## config.mk

```make
export PLATFORM = sky130hd
export DESIGN_NAME = if_fetch_flat
export DESIGN_NICKNAME = d
export VERILOG_FILES = /design/src/rtl/if_fetch_if.sv /design/src/rtl/if_fetch.sv /design/src/flat_wrapper.sv
export SDC_FILE = /design/constraint.sdc
export NUM_CORES = 1
export LEC_CHECK = 0
export ABC_AREA = 1
export ABC_CLOCK_PERIOD_IN_PS = 3300
export CORE_ASPECT_RATIO = 0.5
export CORE_MARGIN = 2
export CORE_UTILIZATION = 50
export CTS_BUF_LIST = sky130_fd_sc_hd__clkbuf_4 sky130_fd_sc_hd__clkbuf_8
export DETAILED_ROUTE_END_ITERATION = 8
export GPL_ROUTABILITY_DRIVEN = 0
export HOLD_SLACK_MARGIN = 0.12
export PLACE_DENSITY = 0.8
export SLEW_MARGIN = 20
export SYNTH_ARGS = -nofsm -noshare
export SYNTH_HDL_FRONTEND = slang
export SYNTH_SLANG_ARGS = --single-unit
export TNS_END_PERCENT = 50
```

## constraint.sdc

```tcl
create_clock -name clk -period 3.3 [get_ports clk]
set_input_delay 0.99 -clock clk [delete_from_list [all_inputs] [get_ports clk]]
set_output_delay 0.99 -clock clk [all_outputs]
set_load 0.01 [all_outputs]
```

## src/rtl/if_fetch_if.sv

```systemverilog
// if_fetch_if: fetch-stage bundle of control inputs, byte-memory port and IF/ID outputs
interface if_fetch_if #(
    parameter int ADDR_W = 32
);
    logic              rdy;
    logic [5:0]        stall;
    logic              branch_flag_i;
    logic [ADDR_W-1:0] branch_target_i;
    logic              mem_req_o;
    logic [ADDR_W-1:0] mem_addr_o;
    logic              mem_busy_i;
    logic              mem_ack_i;
    logic [7:0]        mem_data_i;
    logic              get_inst_o;
    logic [ADDR_W-1:0] if_pc_o;
    logic [31:0]       if_inst_o;

    modport master (
        input  rdy, stall, branch_flag_i, branch_target_i, mem_busy_i, mem_ack_i, mem_data_i,
        output mem_req_o, mem_addr_o, get_inst_o, if_pc_o, if_inst_o
    );

    modport slave (
        output rdy, stall, branch_flag_i, branch_target_i, mem_busy_i, mem_ack_i, mem_data_i,
        input  mem_req_o, mem_addr_o, get_inst_o, if_pc_o, if_inst_o
    );
endinterface

```

## src/rtl/if_fetch.sv

```systemverilog
// if_fetch: instruction fetch stage assembling 32-bit words from four little-endian byte reads
module if_fetch #(
    parameter int                ADDR_W   = 32,
    parameter logic [ADDR_W-1:0] RESET_PC = '0
) (
    input logic        clk,
    input logic        rst,
    if_fetch_if.master bus
);
    typedef enum logic [1:0] {REQ, WAIT, VALID} phase_t;

    phase_t            r_phase;
    logic [1:0]        r_k;
    logic [ADDR_W-1:0] r_pc;
    logic [31:0]       r_inst;
    logic              r_drop;
    logic [ADDR_W-1:0] r_if_pc;
    logic [31:0]       r_if_inst;
    logic              w_accept;
    logic              w_unused_stall;

    assign w_unused_stall  = ^bus.stall[5:1];
    assign bus.mem_req_o   = !rst && r_phase == REQ && !r_drop;
    assign bus.mem_addr_o  = rst ? '0 : r_pc + ADDR_W'(r_k);
    assign w_accept        = bus.mem_req_o && !bus.mem_busy_i;
    assign bus.get_inst_o  = !rst && r_phase == VALID && !bus.branch_flag_i;
    assign bus.if_pc_o     = r_if_pc;
    assign bus.if_inst_o   = r_if_inst;

    always_ff @(posedge clk) begin
        if (rst) begin
            r_phase   <= REQ;
            r_k       <= '0;
            r_pc      <= RESET_PC;
            r_inst    <= '0;
            r_drop    <= 1'b0;
            r_if_pc   <= '0;
            r_if_inst <= '0;
        end else if (bus.rdy) begin
            if (bus.branch_flag_i) begin
                r_pc    <= bus.branch_target_i;
                r_k     <= '0;
                r_phase <= REQ;
                // an ack arriving with the branch retires the old read; otherwise one is still in flight
                r_drop  <= !bus.mem_ack_i && (r_drop || r_phase == WAIT || w_accept);
            end else begin
                case (r_phase)
                    REQ: begin
                        if (r_drop) begin
                            if (bus.mem_ack_i)
                                r_drop <= 1'b0;
                        end else if (w_accept) begin
                            r_phase <= WAIT;
                        end
                    end
                    WAIT: begin
                        if (bus.mem_ack_i) begin
                            r_inst[{r_k, 3'b000} +: 8] <= bus.mem_data_i;
                            if (r_k == 2'd3) begin
                                r_phase   <= VALID;
                                r_if_pc   <= r_pc;
                                r_if_inst <= {bus.mem_data_i, r_inst[23:0]};
                            end else begin
                                r_k     <= r_k + 2'd1;
                                r_phase <= REQ;
                            end
                        end
                    end
                    VALID: begin
                        if (!bus.stall[0]) begin
                            r_pc    <= r_pc + ADDR_W'(4);
                            r_k     <= '0;
                            r_phase <= REQ;
                        end
                    end
                    default: r_phase <= REQ;
                endcase
            end
        end
    end
endmodule

```

## src/flat_wrapper.sv

```systemverilog
// flat-port wrapper written by rule: the top's interface ports become plain ports
module if_fetch_flat 
#(
    parameter int                ADDR_W   = 32,
    parameter logic [ADDR_W-1:0] RESET_PC = '0
)
  (clk, rst, bus_rdy, bus_stall, bus_branch_flag_i, bus_branch_target_i, bus_mem_busy_i, bus_mem_ack_i, bus_mem_data_i, bus_mem_req_o, bus_mem_addr_o, bus_get_inst_o, bus_if_pc_o, bus_if_inst_o);
  if_fetch_if #(.ADDR_W(ADDR_W)) bus_i ();
  input logic clk;
  input logic rst;
  input wire logic [$bits(bus_i.rdy)-1:0] bus_rdy;
  input wire logic [$bits(bus_i.stall)-1:0] bus_stall;
  input wire logic [$bits(bus_i.branch_flag_i)-1:0] bus_branch_flag_i;
  input wire logic [$bits(bus_i.branch_target_i)-1:0] bus_branch_target_i;
  input wire logic [$bits(bus_i.mem_busy_i)-1:0] bus_mem_busy_i;
  input wire logic [$bits(bus_i.mem_ack_i)-1:0] bus_mem_ack_i;
  input wire logic [$bits(bus_i.mem_data_i)-1:0] bus_mem_data_i;
  output wire logic [$bits(bus_i.mem_req_o)-1:0] bus_mem_req_o;
  output wire logic [$bits(bus_i.mem_addr_o)-1:0] bus_mem_addr_o;
  output wire logic [$bits(bus_i.get_inst_o)-1:0] bus_get_inst_o;
  output wire logic [$bits(bus_i.if_pc_o)-1:0] bus_if_pc_o;
  output wire logic [$bits(bus_i.if_inst_o)-1:0] bus_if_inst_o;
  assign bus_i.rdy = bus_rdy;
  assign bus_i.stall = bus_stall;
  assign bus_i.branch_flag_i = bus_branch_flag_i;
  assign bus_i.branch_target_i = bus_branch_target_i;
  assign bus_i.mem_busy_i = bus_mem_busy_i;
  assign bus_i.mem_ack_i = bus_mem_ack_i;
  assign bus_i.mem_data_i = bus_mem_data_i;
  assign bus_mem_req_o = bus_i.mem_req_o;
  assign bus_mem_addr_o = bus_i.mem_addr_o;
  assign bus_get_inst_o = bus_i.get_inst_o;
  assign bus_if_pc_o = bus_i.if_pc_o;
  assign bus_if_inst_o = bus_i.if_inst_o;
  if_fetch #(.ADDR_W(ADDR_W), .RESET_PC(RESET_PC)) u_core (.clk(clk), .rst(rst), .bus(bus_i));
endmodule
```

Word level (Yosys, flattened, before mapping)
Index checks and enable logic that the tools add are counted.
- bits in registers: 133
- bits of input ports: 52
- output and inout bits: 98
- word-level logic and storage cells: 66
- add/subtract/negate cells: 4
- eq/ne operators: 9
- shift operators: 2
- multiplexer cells: 20
- bitwise logic cells: 1
- reduce and logical (&&, ||, !) cells: 23
- operator list (kind ; number):
    $mux 32 ; 4
    $add 32x2->32 ; 1
    $add 32x3->32 const B ; 1
    $bwmux 32 ; 1
    $shift 8x7->32 const A ; 1
    $shiftx 8x7->32 ; 1
    $mux 2 ; 9
    $reduce_and 5->1 ; 3
    $ne 3x3->1 const B ; 4
    $neg 5->7 ; 1
    $logic_and 1x1->1 ; 6
    $pmux 2 s3 ; 1
    $logic_not 1->1 ; 5
    $eq 2x2->1 const B ; 2
    $mux 1 ; 4
    $pmux 2 s2 ; 1
    $reduce_and 4->1 ; 1
    $reduce_bool 2->1 ; 2
    $ne 3x2->1 const B ; 1
    $reduce_and 3->1 ; 1
    $reduce_bool 3->1 ; 1
    $add 2x1->2 const B ; 1
    $eq 2x1->1 const B ; 1
    $logic_not 2->1 ; 1
    other kinds (4) ; 5

Longest topological paths before layout
- depth in word-level cells: 8
- depth in mapped cells: 11
- mapped depth without buffers: 10

Least setup slack after synthesis
OpenSTA, ideal clock, no wires.
- path type: input to output
- start: input port rst
- end: output port bus_mem_addr_o[11]
- data arrival time: 1.894 ns
- data required time: 2.310 ns
- setup slack: 0.416 ns
- stages on the path: 6
- buffers on the path: 3
- cell sequence: clkbuf_1 > inv_1 > buf_2 > clkbuf_1 > o21ai_0 > a21oi_1
- longest elaborated chain between the ends: 1
- ends and longest elaborated chain (what ; line ; RTL):
    from (decl) ; flat_wrapper.sv:10 ; input logic rst;
    $mux 32 ; if_fetch.sv:24 ; assign bus.mem_addr_o = rst ? '0 : r_pc + ADDR_W'(r_k);
    to (decl) ; flat_wrapper.sv:19 ; output wire logic [$bits(bus_i.mem_addr_o)-1:0] bus_mem_addr_o;
No other way between the ends.

Worst setup path in the final report
- start: register u_core.r_pc[2]
- end: output port bus_mem_addr_o[31]
- longest elaborated chain between the ends: 2
- ends and longest elaborated chain (what ; line ; RTL):
    from (decl) ; if_fetch.sv:14 ; logic [ADDR_W-1:0] r_pc;
    from (signal assigned) ; if_fetch.sv:41 ; r_pc <= bus.branch_target_i;
    from (signal assigned) ; if_fetch.sv:71 ; r_pc <= r_pc + ADDR_W'(4);
    $add 32x2->32 ; if_fetch.sv:24 ;
    $mux 32 ; if_fetch.sv:24 ;
No other way between the ends.

==> flow_summary.yaml <==
worst_setup_path:
  cp_common_cell: "nand2_2"
  critPathLaunchType: "flop"
  critPathKind: "flop to output port"
  arrival_ns: 2.27
  cpPeakStageDelay_ns: 0.39
  cp_max_fo: 5
  worst_path_max_delay_cell: "dfxtp_2"
  path_depth: 10
  cp.required_ns: 2.31
  cp_top_family: "simple AND/OR/NAND/NOR gates"
  path_cells: "inv_1 > nor2_4 > nand2_2 > inv_2 > nand2_2 > buf_4 > nor2_1 > a21oi_1 > nor3_1 > clkdlybuf4s15_1"
  reg2reg_depth: 7
  crit_buf_inv: 4
  critPathCaptureType: "output port"
cts:
  cts_tree: "built"
  htreeDepth: 4
  numCtsBuffers: 17
  clockRootBuffer: "clkbuf_8"
  cts_buffer_depth: 2
  clk_latency_ns: 0.46
  clkTransAtPathRegs_ns: 0.08
  cts.sinks: 125
logic_synthesis:
  syn_avg_cell_area_um2: 6.76
  yosysWarnings: 0
  ys_ff_latch: 125
  synth_area_leaders: "dfxtp_1, o21ai_0, nand2_1, nor2_1, a21oi_1"
  netlist.area_leader.share_pct: 39.4
  syn-cell-area_um2: 6350
  synth_fp_nets: 1001
  synth_top_area_cell: "dfxtp_1"
  synth_cells: 940
  synth_cell_types: 36
  synth-seq-area-share_pct: 39.4
finish:
  fillers: 1077
  layout_common_cells: "nand2_1, nor2_1, o21ai_0"
  layout-drive-gt1-share_pct: 14.1
  finalNonFillerCells: 1279
  stdcell_area_um2: 8670
  seqCellArea_um2: 2530
  layout_commonest_cell: "nand2_1"
  fin_util_pct: 69.3
  diodes: 0
  fin_nets: 1157
  syn_to_final_growth_pct: 36.5
  multi_input_area_um2: 3510
global_route:
  antenna_found_initial: 0
  grt_start_max_net_pins: 73
  grt_usage_pct: 29.3
  grt_overflow: 0
  grt_pass1_vias: 6778
  grt_pass1_wl_mm: 32.1
timing:
  worst_pin_slew_ns: 0.726
  setup_viol: 0
  final_hold_viol_count: 0
  post-route-min-period_ns: 3.26
  fmax_ghz: 0.307
  finalWorstSetupSlack_ns: 0.0414
  rsz0062_at_grt: "yes"
  slew_violations: 0
  finClkSkew_ns: 0.0131
  slew_headroom_pct: 51.5
  period_share_pct: 98.7
min_path:
  whs_path_depth: 2
  hold_path.class: "flop to flop"
place:
  dpl_cell_area_um2: 8080
  dp_hpwl_mm: 13.9
  dp_cells: 1243
  port-buffer-count: 144
  pre_cts_slack_ns: -0.376
routing:
  drt-vias-per-instance: 5.49
  vias: 7019
  antenna_left: 0
  drt-wirelength-per-cell_um: 15.6
  drc: 0
  wirelength_mm: 19.9
  drt_pass1_iterations: 5
  first_iter_violations: 731
run:
  cap_violations: 0
floorplan:
  fp.dieW_um: 163
  die_area_um2: 13700
  core_area_um2: 12500
  die_h_um: 83.7
  initial_core_util_pct: 50.7
  ioPinCount: 150
  rows: 29
pwr:
  powerDensity_nw_per_um2: 383
  fin_total_pwr_uw: 3320
  cellLeakagePower_uw: 0.00373
  ir_drop_v: 0.000231
outcome:
  status: "complete, no violations"
[synthesized netlist by cell type (all sizes together)]
cell type	instances
nand2	182
nor2	169
o21ai	141
dfxtp	125
a21oi	90
inv	67
nand3	39
clkbuf	28
nor3	25
buf	21
o211a	16
ha	8
a31oi	7
xor2	4
nand4	3
a211oi	2
clkinv	2
o22ai	2
o31ai	2
xnor2	2
fa	1
nand3b	1
nor2b	1
nor3b	1
nor4	1
[sequential cells by signal (all words and copies together) (netlist names)]
| signal | cells |
|---|---|
| u_core.bus.if_inst_o | 32 |
| u_core.bus.if_pc_o | 32 |
| u_core.r_drop | 1 |
| u_core.r_inst | 24 |
| u_core.r_k | 2 |
| u_core.r_pc | 32 |
| u_core.r_phase | 2 |
[worst min-delay path: stages (launching register included)]
cell and delay (ns):
dfxtp_1 0.32, nand2_1 0.06, a21oi_1 0.05
[report_power, final]
group / switching, µW / internal, µW / leakage [µW]
Sequential: 33.4 / 1530 / 0.00102
Clock: 722 / 697 / 0.000206
Combinational: 190 / 142 / 0.00251
Total: 946 / 2370 / 0.00373
[cell type report]
| class | instances | area share, % |
|---|---|---|
| clock buffer | 17 | 2.70 |
| timing repair buffer | 186 | 20.1 |
| clock inverter | 15 | 2.01 |
| multi-input combinational | 697 | 40.5 |
| tap | 170 | 2.45 |
| inverter | 69 | 3.00 |
| sequential | 125 | 29.2 |
[final timing paths]
check	startpoint	endpoint	slack [ns]
worst max-delay path	u_core.r_pc[2]$_SDFFE_PP0P_	bus_mem_addr_o[31]	0.04
worst max register to register	u_core.r_k[0]$_SDFFE_PP0P_	u_core.r_inst[5]$_SDFFE_PP0P_	1.31
worst min-delay path	u_core.r_inst[1]$_SDFFE_PP0P_	u_core.r_inst[1]$_SDFFE_PP0P_	0.47
worst min register to register	u_core.r_inst[1]$_SDFFE_PP0P_	u_core.r_inst[1]$_SDFFE_PP0P_	0.47
[metrics by stage]
stage | TNS (ns) | hold WS (ns)
floorplan | 0 | 0.446
global placement | -8.41 | 0.459
detailed placement | -8.77 | 0.462
CTS | -0.124 | 0.475
global route | -0.209 | 0.497
finish | 0 | 0.473
[per-layer routing]
metal	routed length, µm	global-route usage [%]	up-vias	part of all wire, %
li1	-	-	3426	-
met1	8450	36.5	3247	42
met2	9540	50.2	298	48
met3	1530	5.41	48	7.7
met4	423	11.3	0	2.1
met5	0	0	-	0
[timing repair]
item / in CTS / in global routing
hold buffers: 0 / 0
buffers inserted: 2 / 2
pin swaps: 2 / 6
endpoints found under the setup margin: 34 / 18
gates resized for setup: 65 / 35
[logic make-up (layout without fill, tap and decap cells)]
| family | Yosys count | in the layout | share of synthesized area, % |
|---|---|---|---|
| AOI/OAI and AO/OA | 260 | 260 | 22.1 |
| and+or+nand+nor | 422 | 422 | 28.1 |
| adders and majority gates | 9 | 9 | 1.89 |
| buffers and inverters | 118 | 287 | 7.59 |
| DFF | 125 | 125 | 39.4 |
| xor gates and xnor gates | 6 | 6 | 0.828 |
No activity file was read; power rests on OpenSTA's default activity.
